File: config.mk
export PLATFORM = sky130hd
export DESIGN_NAME = pc_sequencer_flat
export DESIGN_NICKNAME = d
export VERILOG_FILES = /design/src/rtl/pc_sequencer_if.sv /design/src/rtl/pc_sequencer.sv /design/src/flat_wrapper.sv
export SDC_FILE = /design/constraint.sdc
export NUM_CORES = 1
export LEC_CHECK = 0
export CAP_MARGIN = 40
export CORE_MARGIN = 8
export CORE_UTILIZATION = 48
export CTS_BUF_LIST = sky130_fd_sc_hd__clkbuf_4 sky130_fd_sc_hd__clkbuf_8
export DETAILED_ROUTE_END_ITERATION = 6
export PLACE_DENSITY = 0.81
export SYNTH_ARGS = -nofsm -noshare
export SYNTH_HDL_FRONTEND = slang
export SYNTH_SLANG_ARGS = --single-unit
File: constraint.sdc
create_clock -name clock -period 5.7 [get_ports clock]
set_clock_uncertainty 0.15 [all_clocks]
set_input_delay 1.14 -clock clock [delete_from_list [all_inputs] [get_ports clock]]
set_output_delay 1.14 -clock clock [all_outputs]
set_load 0.02 [all_outputs]
File: src/rtl/pc_sequencer_if.sv
// Control and status bundle for pc_sequencer: the master drives the control
// inputs and samples the program counter and return-stack flags.
interface pc_sequencer_if #(
   parameter int WIDTH = 32
);
   logic             stall;
   logic             branchTaken;
   logic [WIDTH-1:0] branchOffset;
   logic             jumpEn;
   logic [WIDTH-1:0] jumpTarget;
   logic             callEn;
   logic             retEn;
   logic [WIDTH-1:0] pc;
   logic [WIDTH-1:0] pcPlus;
   logic             rasEmpty;
   logic             rasFull;
   logic             rasUnderflow;

   // No handshake: control inputs are sampled on every rising edge where stall is low.
   modport master (
      output stall, branchTaken, branchOffset, jumpEn, jumpTarget, callEn, retEn,
      input  pc, pcPlus, rasEmpty, rasFull, rasUnderflow
   );

   modport slave (
      input  stall, branchTaken, branchOffset, jumpEn, jumpTarget, callEn, retEn,
      output pc, pcPlus, rasEmpty, rasFull, rasUnderflow
   );
endinterface

File: src/rtl/pc_sequencer.sv
// Program-counter sequencer: sequential/branch/jump/call/return next-PC selection.
// Define PC_SEQUENCER_RAS_EN to build in the circular return-address stack.
module pc_sequencer #(
   parameter int          WIDTH        = 32,
   parameter int unsigned STEP         = 1,
   parameter logic [WIDTH-1:0] RESET_VECTOR = '0,
   parameter int          RAS_DEPTH    = 4
) (
   input logic            clock,
   input logic            reset,
   pc_sequencer_if.slave  bus
);
   localparam logic [WIDTH-1:0] STEP_W = WIDTH'(STEP);

   logic [WIDTH-1:0] r_pc;
   logic [WIDTH-1:0] w_pc_plus;
   logic [WIDTH-1:0] w_branch_pc;
   logic [WIDTH-1:0] w_pc_next;

   assign w_pc_plus   = r_pc + STEP_W;
   assign w_branch_pc = w_pc_plus + bus.branchOffset;

`ifdef PC_SEQUENCER_RAS_EN
   localparam int PTR_W = $clog2(RAS_DEPTH);
   localparam int CNT_W = PTR_W + 1;
   localparam logic [CNT_W-1:0] DEPTH_C = CNT_W'(RAS_DEPTH);

   logic [WIDTH-1:0] r_stack [RAS_DEPTH];
   logic [PTR_W-1:0] r_ptr;
   logic [CNT_W-1:0] r_count;
   logic             r_underflow;
   logic [PTR_W-1:0] w_top_idx;
   logic             w_has_entry;
   logic             w_push;
   logic             w_pop;
   logic             w_ret_empty;

   // r_ptr is the next write slot; once full it keeps advancing so the oldest entry is overwritten.
   assign w_top_idx   = r_ptr - PTR_W'(1);
   assign w_has_entry = (r_count != '0);
   assign w_pop       = !bus.stall && bus.retEn && w_has_entry;
   assign w_ret_empty = !bus.stall && bus.retEn && !w_has_entry;
   assign w_push      = !bus.stall && bus.callEn && !bus.retEn;

   always_comb begin
      w_pc_next = w_pc_plus;
      if (bus.retEn) begin
         if (w_has_entry) w_pc_next = r_stack[w_top_idx];
      end else if (bus.callEn || bus.jumpEn) begin
         w_pc_next = bus.jumpTarget;
      end else if (bus.branchTaken) begin
         w_pc_next = w_branch_pc;
      end
   end

   always_ff @(posedge clock or posedge reset) begin
      if (reset) begin
         r_ptr       <= '0;
         r_count     <= '0;
         r_underflow <= 1'b0;
      end else begin
         r_underflow <= w_ret_empty;
         if (w_push) begin
            r_ptr <= r_ptr + PTR_W'(1);
            if (r_count != DEPTH_C) r_count <= r_count + CNT_W'(1);
         end else if (w_pop) begin
            r_ptr   <= w_top_idx;
            r_count <= r_count - CNT_W'(1);
         end
      end
   end

   // Entries need no reset: an empty count makes every stale slot unreachable.
   always_ff @(posedge clock) begin
      if (w_push) r_stack[r_ptr] <= w_pc_plus;
   end

   assign bus.rasEmpty     = (r_count == '0);
   assign bus.rasFull      = (r_count == DEPTH_C);
   assign bus.rasUnderflow = r_underflow;
`else
   localparam int unused_depth = RAS_DEPTH;
   logic w_unused_ret;

   assign w_unused_ret = bus.retEn;

   always_comb begin
      w_pc_next = w_pc_plus;
      if (bus.callEn || bus.jumpEn) begin
         w_pc_next = bus.jumpTarget;
      end else if (bus.branchTaken) begin
         w_pc_next = w_branch_pc;
      end
   end

   assign bus.rasEmpty     = 1'b1;
   assign bus.rasFull      = 1'b0;
   assign bus.rasUnderflow = 1'b0;
`endif

   always_ff @(posedge clock or posedge reset) begin
      if (reset) begin
         r_pc <= RESET_VECTOR;
      end else if (!bus.stall) begin
         r_pc <= w_pc_next;
      end
   end

   assign bus.pc     = r_pc;
   assign bus.pcPlus = w_pc_plus;
endmodule

File: src/flat_wrapper.sv
// flat-port wrapper written by rule: the top's interface ports become plain ports
module pc_sequencer_flat 
#(
   parameter int          WIDTH        = 32,
   parameter int unsigned STEP         = 1,
   parameter logic [WIDTH-1:0] RESET_VECTOR = '0,
   parameter int          RAS_DEPTH    = 4
)
  (clock, reset, bus_stall, bus_branchTaken, bus_branchOffset, bus_jumpEn, bus_jumpTarget, bus_callEn, bus_retEn, bus_pc, bus_pcPlus, bus_rasEmpty, bus_rasFull, bus_rasUnderflow);
  pc_sequencer_if #(.WIDTH(WIDTH)) bus_i ();
  input logic clock;
  input logic reset;
  input wire logic [$bits(bus_i.stall)-1:0] bus_stall;
  input wire logic [$bits(bus_i.branchTaken)-1:0] bus_branchTaken;
  input wire logic [$bits(bus_i.branchOffset)-1:0] bus_branchOffset;
  input wire logic [$bits(bus_i.jumpEn)-1:0] bus_jumpEn;
  input wire logic [$bits(bus_i.jumpTarget)-1:0] bus_jumpTarget;
  input wire logic [$bits(bus_i.callEn)-1:0] bus_callEn;
  input wire logic [$bits(bus_i.retEn)-1:0] bus_retEn;
  output wire logic [$bits(bus_i.pc)-1:0] bus_pc;
  output wire logic [$bits(bus_i.pcPlus)-1:0] bus_pcPlus;
  output wire logic [$bits(bus_i.rasEmpty)-1:0] bus_rasEmpty;
  output wire logic [$bits(bus_i.rasFull)-1:0] bus_rasFull;
  output wire logic [$bits(bus_i.rasUnderflow)-1:0] bus_rasUnderflow;
  assign bus_i.stall = bus_stall;
  assign bus_i.branchTaken = bus_branchTaken;
  assign bus_i.branchOffset = bus_branchOffset;
  assign bus_i.jumpEn = bus_jumpEn;
  assign bus_i.jumpTarget = bus_jumpTarget;
  assign bus_i.callEn = bus_callEn;
  assign bus_i.retEn = bus_retEn;
  assign bus_pc = bus_i.pc;
  assign bus_pcPlus = bus_i.pcPlus;
  assign bus_rasEmpty = bus_i.rasEmpty;
  assign bus_rasFull = bus_i.rasFull;
  assign bus_rasUnderflow = bus_i.rasUnderflow;
  pc_sequencer #(.WIDTH(WIDTH), .STEP(STEP), .RESET_VECTOR(RESET_VECTOR), .RAS_DEPTH(RAS_DEPTH)) u_core (.clock(clock), .reset(reset), .bus(bus_i));
endmodule
==> results of run 1 <==
## per-stage QoR
step	hold slack, ps	instances	setup slack (ps)
floorplan	481	548	1240
global placement	355	764	965
detailed placement	370	766	916
CTS	380	774	863
global route	403	774	332
finish	376	774	755
## tightest hold or removal path, stage by stage (launching register included)
cell	delay, ps
dfrtp_1	370
a21oi_1	70
o21ai_0	60
## final cells by class
cell class	instances	area [sq um]	area share (%)
inverters	12	45.0	0.788
well taps	108	135	2.36
clock inverters	1	30.0	0.525
flip-flops and latches	32	801	14.0
clock buffers	7	96.3	1.69
repair buffers	140	1390	24.3
multi-input cells	474	3220	56.3
## final timing paths
check	endpoint	slack, ps	depth (start not counted)
min in group asynchronous	u_core.bus.pc[19]	1100	3
min	u_core.bus.pc[11]	380	2
max reg2reg	u_core.bus.pc[30]	760	15
max	u_core.bus.pc[30]	760	15
min reg2reg	u_core.bus.pc[11]	380	2
max in group asynchronous	u_core.bus.pc[6]	3980	3
## where the power goes
group	switching, mW	total [mW]	internal, mW
Clock	0.0975	0.252	0.155
Combinational	0.485	0.862	0.377
Sequential	0.0518	0.309	0.257
## placed cells by master, fill, tap and decap left out, types with 10 or more instances in the layout
cell type and n:
xnor2_1 34, ha_1 39, nand3_1 13, inv_1 12, nand2_1 63, nand4_1 15, o21ai_0 29, nor3_1 12
o21bai_1 10, a211oi_1 13, a21oi_1 56, xor2_1 18, dfrtp_1 32, clkdlybuf4s50_1 132, nor2_1 46
## logic make-up after synthesis
kind of cell,Yosys count
AO/OA/AOI/OAI,174
XOR/XNOR,55
adder cells (fa/ha/maj),40
buffers and inverters,42
flip-flops,32
multiplexers,10
other,2
AND/OR/NAND/NOR,192
## routing by layer
metal | part of all wire (%) | vias up | routed length [um]
li1 | - | 2242 | -
met3 | 7.6 | 13 | 1160
met2 | 45 | 198 | 6910
met1 | 46 | 2220 | 7070
met4 | 1.1 | 0 | 174
met5 | 0 | - | 0
==> metrics.md, run 1 <==
| Metric | Value |
|---|---|
| Status | `finished clean` |
| Min Tclk post-route | `roughly 4900 ps` |
| Worst Hold Class | `reg2reg` |
| Compound-Gate Fraction of Synth Area | `a little over a quarter` |
| Pwr Total | `1.42 mW` |
| Critical path arrival | `5020 ps` |
| Avg Cell Area, Syn | `~7.7 sq um` |
| Max Cap Viol | `0` |
| Pwr per Cell Area | `around 250 nW/um^2` |
| Slew Limit Fails | `0` |
| Total gr overflow | `0` |
| CTS resizes | `0` |
| CTS root buf | `clkbuf_8` |
| Final ANT Viol Nets | `0` |
| Worst Hold Launch | `u_core.bus.pc[11]` |
| Setup TNS | `0 ps` |
| Yosys top cell by area | `dfrtp_1` |
| FP Rows | `34` |
| Hold_buf cts | `0` |
| Ratio of final minimum period to clock period | `roughly 87%` |
| Final instance area | `5720 sq um` |
| Synth warn | `0` |
| RD Place Congestion | `slightly above 1` |
| Count leader, synth | `nand2_1` |
| Die area | `12,000 sq um` |
| Fmax | `around 0.20 GHz` |
| Sequential area share after synthesis | `19.1%` |
| Residual DRC count | `0` |
| CP startpoint | `u_core.bus.pc[0]` |
| CP delay by family, top | `simple AND/OR/NAND/NOR gates` |
| Post-synth EDFFs | `0` |
| Postcts setup bufs | `0` |
| Met2 global-route usage | `39.7%` |
| Io pins | `138` |
| Drt pass-1 iters | `5` |
| Synth top cells by count | `nand2_1 (63), a21oi_1 (56), nor2_1 (46)` |
| Max VDD drop | `between 0.1 and 0.15 mV` |
| Vias per cell | `6.04` |
| Lkg Pwr | `2.32 nW` |
| Count of state elements after synthesis | `32` |
| GR met1 Demand/Resource | `36.9%` |
| Top cell type's share of synthesized area | `a little under a fifth` |
| Die width | `110 um` |
| Adder-cell area share of the yosys netlist | `12.1%` |
| Setup Viol. Count Final | `0` |
| Crit path kind | `reg2reg` |
| Final Hold Viols | `0` |
| Vias in the first global route | `4,482` |
| Max-slew headroom | `39.3%` |
| CTS tree | `done` |
| Vertical die dimension | `110 um` |
| Hpwl dp | `around 12 mm` |
| TritonCTS Buffers | `5` |
| Area grow syn2layout | `36.1%` |
| Clk_lat worst skew | `290 ps` |
| Ant diodes | `0` |
| Crit end category | `register` |
| Mux cell area share after synthesis | `2.41%` |
| CP required | `5780 ps` |
| Cell variety after synth | `69` |
| H-Tree Depth | `2` |
| CP max stage delay | `around 740 ps` |
| Clock slew at reported path FFs | `80 ps` |
| Post-Syn Instances | `547` |
| Synth Flop Type | `dfrtp_1` |
| Max FFs per register | `32` |
| Fill cells | `731` |
| CP max stage cell | `o41ai_1` |
| R2r startpoint | `u_core.bus.pc[0]` |
| Largest family of logic cells by synthesized area | `compound AO/OA/AOI/OAI gates` |
| IO Port Bufs | `133` |
| First-pass GRT wire length | `24.4 mm` |
| Worst-path fanout max | `8` |
| Synth Cell Area | `about 4200 sq um` |
| Routed len/inst | `between 15 and 20 um` |
| Nets | `about 780` |
| CP dominant cell by count | `ha_1` |
| Largest net degree at the start of global routing | `67` |
| DP Area | `5590 sq um` |
| CP startpoint kind | `register` |
| Simple-gate share of the synthesized area | `22.9%` |
| Async SR Flop Fraction | `100%` |
| Xor/xnor share of the synthesized area | `12.0%` |
| Buffer depth of the longest clock path | `2` |
| Initial antenna violation count | `0` |
| Total number of vias | `4,673` |
| Top Usage Layer GRT | `met2` |
| Total global routing track utilization | `about a quarter` |
| Final core occ | `66.5%` |
| RSZ-0062 raised after global routing | `no` |
| Worst Max-Slew Pin Slew | `887 ps` |
| DRT iter0 DRCs | `311` |
| Crit-path cells | `ha_1 -> nand3_2 -> or4_4 -> nor2_1 -> nand3_1 -> xnor2_1 -> ha_1 -> inv_1 -> o21bai_1 -> a2111oi_0 -> o41ai_1 -> mux2_2 -> a31oi_1 -> nor4bb_1 -> o21a_1` |
| Top post-synthesis cells by area | `dfrtp_1 (19%), ha_1 (12%), xnor2_1 (7.1%)` |
| Initial Util | `between 40% and 50%` |
| Final WL | `15.3 mm` |
| GRT met3 Usage | `3.05%` |
| Share of layout cells above drive strength 1 | `4.95%` |
| Core outline area | `8590 sq um` |
| CP Buf/Inv Count | `1` |
| Clock sinks | `32` |
Note: power is estimated with default switching activity, not from simulation.
==> run 2: changes to the inputs <==
- REMOVE_ABC_BUFFERS: not set -> 1
==> metrics.md, run 2 (synthesized netlist as in run 1, its figures left out) <==
| Metric | Value |
|---|---|
| CTS root buf | `clkbuf_8` |
| Final ANT Viol Nets | `0` |
| Max-slew headroom | `57.6%` |
| Total number of vias | `approximately 4,700` |
| Core outline area | `about 8600 sq um` |
| Worst hold slack | `409 ps` |
| Reg area | `801 sq um` |
| Most common cell after layout, fill and taps aside | `clkdlybuf4s50_1` |
| R2R Path End | `u_core.bus.pc[30]` |
| Io pins | `roughly 140` |
| Worst-path fanout max | `8` |
| Max Cap Viol | `0` |
| R2r startpoint | `u_core.bus.pc[0]` |
| Total gr overflow | `0` |
| CTS tree | `done` |
| First-pass GRT wire length | `23.9 mm` |
| CTS resizes | `0` |
| IO Port Bufs | `between 100 and 150` |
| Drt pass-1 iters | `5` |
| Setup TNS | `0 ps` |
| Hold worst-path end | `u_core.bus.pc[11]` |
| Area grow syn2layout | `35.5%` |
| Max VDD drop | `0.122 mV` |
| Die area | `12,000 sq um` |
| Fill cells | `746` |
| Critical path arrival | `4940 ps` |
| Buffer depth of the longest clock path | `2` |
| Lkg Pwr | `between 2 and 2.5 nW` |
| Initial antenna violation count | `0` |
| Die width | `110 um` |
| Multi-input logic area | `3220 sq um` |
| CP delay by family, top | `simple AND/OR/NAND/NOR gates` |
| Hold_buf cts | `0` |
| Setup Viol. Count Final | `0` |
| CP max stage delay | `630 ps` |
| Postcts setup bufs | `0` |
| CP startpoint kind | `register` |
| Nets | `776` |
| Fmax | `0.206 GHz` |
| CP Buf/Inv Count | `1` |
| Clk_lat worst skew | `300 ps` |
| WHS Path Cells | `2` |
| Clock sinks | `32` |
| Status | `finished clean` |
| Slew Limit Fails | `0` |
| Routed len/inst | `~20 um` |
| Max FFs per register | `32` |
| Clock slew at reported path FFs | `90 ps` |
| Share of layout cells above drive strength 1 | `between 4 and 5%` |
| Initial Util | `a little under 50%` |
| Total global routing track utilization | `about a quarter` |
| Vias in the first global route | `4,680` |
| Crit end category | `register` |
| Hpwl dp | `12.1 mm` |
| Path depth of the worst reg2reg path | `15` |
| CP max stage cell | `o41ai_1` |
| Worst Max-Slew Pin Slew | `628 ps` |
| Pwr per Cell Area | `245 nW/um^2` |
| RSZ-0062 raised after global routing | `no` |
| Ant diodes | `0` |
| Residual DRC count | `0` |
| Ratio of final minimum period to clock period | `85.0%` |
| Largest net degree at the start of global routing | `43` |
| FP Rows | `34` |
| Crit-path cells | `ha_1 -> nand3_2 -> or4_4 -> nor2_1 -> nand3_1 -> xnor2_1 -> ha_1 -> inv_1 -> o21bai_1 -> a2111oi_0 -> o41ai_1 -> mux2_2 -> a31oi_1 -> nor4bb_1 -> o21a_1` |
| R2R setup slack | `860 ps` |
| Final Hold Viols | `0` |
| Min Tclk post-route | `between 4000 and 5000 ps` |
| Vertical die dimension | `110 um` |
| H-Tree Depth | `2` |
| Vias per cell | `roughly 6.1` |
| Worst Hold Class | `reg2reg` |
| CP required | `roughly 5800 ps` |
| TritonCTS Buffers | `5` |
| Crit path kind | `reg2reg` |
| Worst Hold Launch | `u_core.bus.pc[11]` |
| DRT iter0 DRCs | `303` |
| RD Place Congestion | `~0.9` |
| CP dominant cell by count | `ha_1` |
| Most frequent cells in the layout | `clkdlybuf4s50_1 (132), nand2_1 (63), a21oi_1 (56)` |
| Final WL | `15.4 mm` |
run 2: worst register-to-register path, stage by stage, from the launching register on:
cell	delay (ps)
dfrtp_1	460
ha_1	240
nand3_2	160
or4_4	600
nor2_1	250
nand3_1	130
xnor2_1	190
ha_1	440
inv_1	110
o21bai_1	230
a2111oi_0	140
o41ai_1	630
mux2_2	400
a31oi_1	140
nor4bb_1	350
o21a_1	160
run 2: how the worst max path moves through the flow:
| stage | startpoint | to | slack (ps) | cells after the start |
|---|---|---|---|---|
| floorplan | u_core.bus.pc[0] | u_core.bus.pc[30] | 1310 | 15 |
| global placement | u_core.bus.pc[0] | u_core.bus.pc[30] | 1020 | 15 |
| detailed placement | u_core.bus.pc[0] | u_core.bus.pc[30] | 900 | 15 |
| CTS | u_core.bus.pc[0] | u_core.bus.pc[30] | 850 | 15 |
| global route | u_core.bus.pc[0] | u_core.bus.pc[30] | 550 | 15 |
| finish | u_core.bus.pc[0] | u_core.bus.pc[30] | 860 | 15 |
run 2: through the flow:
step	power [mW]	setup WS (ps)	utilization [%]	area, sq um	cells
2_1_floorplan	0.820	1310	-	4060	518
3_3_place_gp	1.12	1020	64.6	5560	763
3_5_place_dp	1.14	900	65.0	5580	766
4_1_cts	1.39	854	66.2	5690	774
5_1_grt	1.47	546	66.2	5690	774
6_report	1.39	855	66.2	5690	774
run 2: cell type report:
cell class	count	share of cell area [%]
repair buffers	140	24.3
multi-input cells	474	56.5
flip-flops and latches	32	14.1
clock inverters	3	0.747
well taps	108	2.37
clock buffers	5	1.21
inverters	12	0.791
run 2: metal layers:
metal	vias to the layer above	global-route usage (%)	part of all wire, %
li1	2249	-	-
met1	2201	31.6	42
met2	241	40.7	46
met3	44	5.16	8.3
met4	0	11.6	3.6
met5	-	0	0
run 2: power breakdown:
group	switching [mW]	internal (mW)	total [mW]
clock	0.111	0.130	0.241
sequential	0.0539	0.257	0.311
combinational	0.465	0.375	0.840
==> run 3: changes to the inputs <==
- CORE_UTILIZATION: 48 -> 44
- PLACE_DENSITY: 0.81 -> 0.78
- clock period: 5.7 -> 4 ns (I/O delays scaled with it)
==> metrics.md, run 3 (synthesized netlist as in run 1, its figures left out) <==
| Metric | Value |
|---|---|
| DP Area | `6300 sq um` |
| Hpwl dp | `about 13 mm` |
| Max-slew headroom | `38.3%` |
| Setup TNS | `0 ps` |
| CP Buf/Inv Count | `1` |
| CP required | `4100 ps` |
| Residual DRC count | `0` |
| Largest net degree at the start of global routing | `39` |
| H-Tree Depth | `2` |
| Total gr overflow | `0` |
| R2r startpoint | `u_core.bus.pc[0]` |
| Clock sinks | `32` |
| Met3 routed WL | `1.49 mm` |
| Ant diodes | `0` |
| CP startpoint kind | `register` |
| Slew Limit Fails | `0` |
| Fill cells | `692` |
| CTS tree | `done` |
| Ratio of final minimum period to clock period | `between 90 and 100%` |
| M1 WL | `7.04 mm` |
| CP delay by family, top | `simple AND/OR/NAND/NOR gates` |
| Worst Hold Launch | `u_core.bus.pc[11]` |
| Most frequent cells in the layout | `clkdlybuf4s50_1 (129), buf_4 (105), nand2_1 (63)` |
| Core outline area | `approximately 9200 sq um` |
| Hold worst-path end | `u_core.bus.pc[11]` |
| Pwr per Cell Area | `336 nW/um^2` |
| Dpl cells | `just under 900` |
| IO Port Bufs | `133` |
| R2R Path End | `u_core.bus.pc[30]` |
| Path depth of the worst reg2reg path | `16` |
| Max VDD drop | `around 0.18 mV` |
| Critical path arrival | `4060 ps` |
| Lkg Pwr | `between 2 and 3 nW` |
| Setup Viol. Count Final | `0` |
| Routed len/inst | `19.5 um` |
| Nets | `approximately 880` |
| Status | `finished clean` |
| Top layer in use | `met4` |
| WL met2 | `8.63 mm` |
| Max FFs per register | `32` |
| CP max stage delay | `560 ps` |
| Min Tclk post-route | `3970 ps` |
| Max Cap Viol | `0` |
| Vias in the first global route | `5,204` |
| Initial Util | `45.5%` |
| RSZ-0062 raised after global routing | `yes` |
| Vertical die dimension | `about 110 um` |
| FP Rows | `35` |
| Clk_lat worst skew | `about 300 ps` |
| Worst Hold Class | `reg2reg` |
| Die width | `114 um` |
| RD Place Congestion | `0.929` |
| DRT iter0 DRCs | `just under 400` |
| Hold_buf cts | `0` |
| Area grow syn2layout | `64.2%` |
| First-pass GRT wire length | `27.0 mm` |
| Final Hold Viols | `0` |
| Clock slew at reported path FFs | `approximately 80 ps` |
| CTS root buf | `clkbuf_8` |
| Total global routing track utilization | `about 26%` |
| Buffer depth of the longest clock path | `2` |
| Total number of vias | `5,253` |
| R2R setup slack | `30 ps` |
| Final WL | `between 15 and 20 mm` |
| Crit path kind | `reg2reg` |
| WHS Path Cells | `2` |
| Final instance area | `6900 sq um` |
| Vias per cell | `around 5.9` |
| Final ANT Viol Nets | `0` |
| Io pins | `about 140` |
| Pre-CTS worst setup slack | `-260 ps` |
| Crit end category | `register` |
| CP max stage cell | `or4_4` |
| Fin cells | `897` |
| TritonCTS Buffers | `5` |
| Fmax | `about 0.25 GHz` |
| Worst Max-Slew Pin Slew | `just over 900 ps` |
| Final WS setup | `between 30 and 40 ps` |
| Most common cell after layout, fill and taps aside | `clkdlybuf4s50_1` |
| Share of layout cells above drive strength 1 | `24.9%` |
| Crit-path cells | `ha_4 -> nand3_4 -> or4_4 -> nor2_4 -> nand4_1 -> xnor2_2 -> ha_2 -> a21oi_4 -> o21bai_4 -> a2111oi_4 -> o41ai_2 -> buf_4 -> mux2_4 -> a31oi_1 -> nor4bb_4 -> o21a_1` |
| Initial antenna violation count | `0` |
| Drt pass-1 iters | `6` |
| Worst-path fanout max | `3` |
| Die area | `between 10,000 and 15,000 sq um` |
-- run 3: cell count changes in the layout (fill, tap and decap cells not counted), moves of 6 or more --
cell	before	now
buf_4	5	105
a21oi_2	1	11
ha_4	0	6
a21oi_1	56	45
ha_1	39	30
xnor2_2	2	11
xnor2_1	34	25
-- run 3: worst max-delay path by stage --
stage | start | to | depth (start not counted)
finish | u_core.bus.pc[0] | u_core.bus.pc[30] | 16
global route | u_core.bus.pc[0] | u_core.bus.pc[30] | 16
CTS | u_core.bus.pc[1] | u_core.bus.pc[31] | 17
detailed placement | u_core.bus.pc[1] | u_core.bus.pc[30] | 16
global placement | u_core.bus.pc[1] | u_core.bus.pc[30] | 16
floorplan | u_core.bus.pc[0] | u_core.bus.pc[30] | 15
-- run 3: tightest hold or removal path: stages, from the launching register on --
cell	delay [ps]
dfrtp_1	370
a21oi_1	70
o21ai_0	70
-- run 3: stage by stage --
step                power, mW  util (%)  hold slack [ps]
detailed placement       1.81      68.2              379
CTS                      2.17      70.0              400
global route             2.44      74.6              437
finish                   2.32      74.6              394
floorplan                1.17         -              475
global placement         1.78      68.2              359
-- run 3: layer usage --
metal	track usage [%]	vias up
met4	8.26	0
li1	-	2453
met2	45.1	252
met5	0	-
met1	30.2	2517
met3	5.65	31
-- run 3: layout make-up --
type                            instances  area (sq um)  share of cell area (%)
Multi-Input combinational cell        474          3610                    52.4
Timing Repair Buffer                  242          2160                    31.4
Sequential cell                        32           802                    11.6
Tap cell                              129           161                    2.34
Clock buffer                            5          68.8                   0.998
Inverter                               12          45.0                   0.653
Clock inverter                          3          42.5                   0.617
-- run 3: timing repair --
action,CTS,global route
setup buffers,2,8
pin swaps,5,34
hold endpoints to repair,0,0
setup endpoints to repair,5,18
gates resized for setup,11,69
-- run 3: power by group --
part	internal, mW	switching, mW
clock	0.185	0.158
combinational	0.753	0.797
sequential	0.367	0.0574
total	1.31	1.01
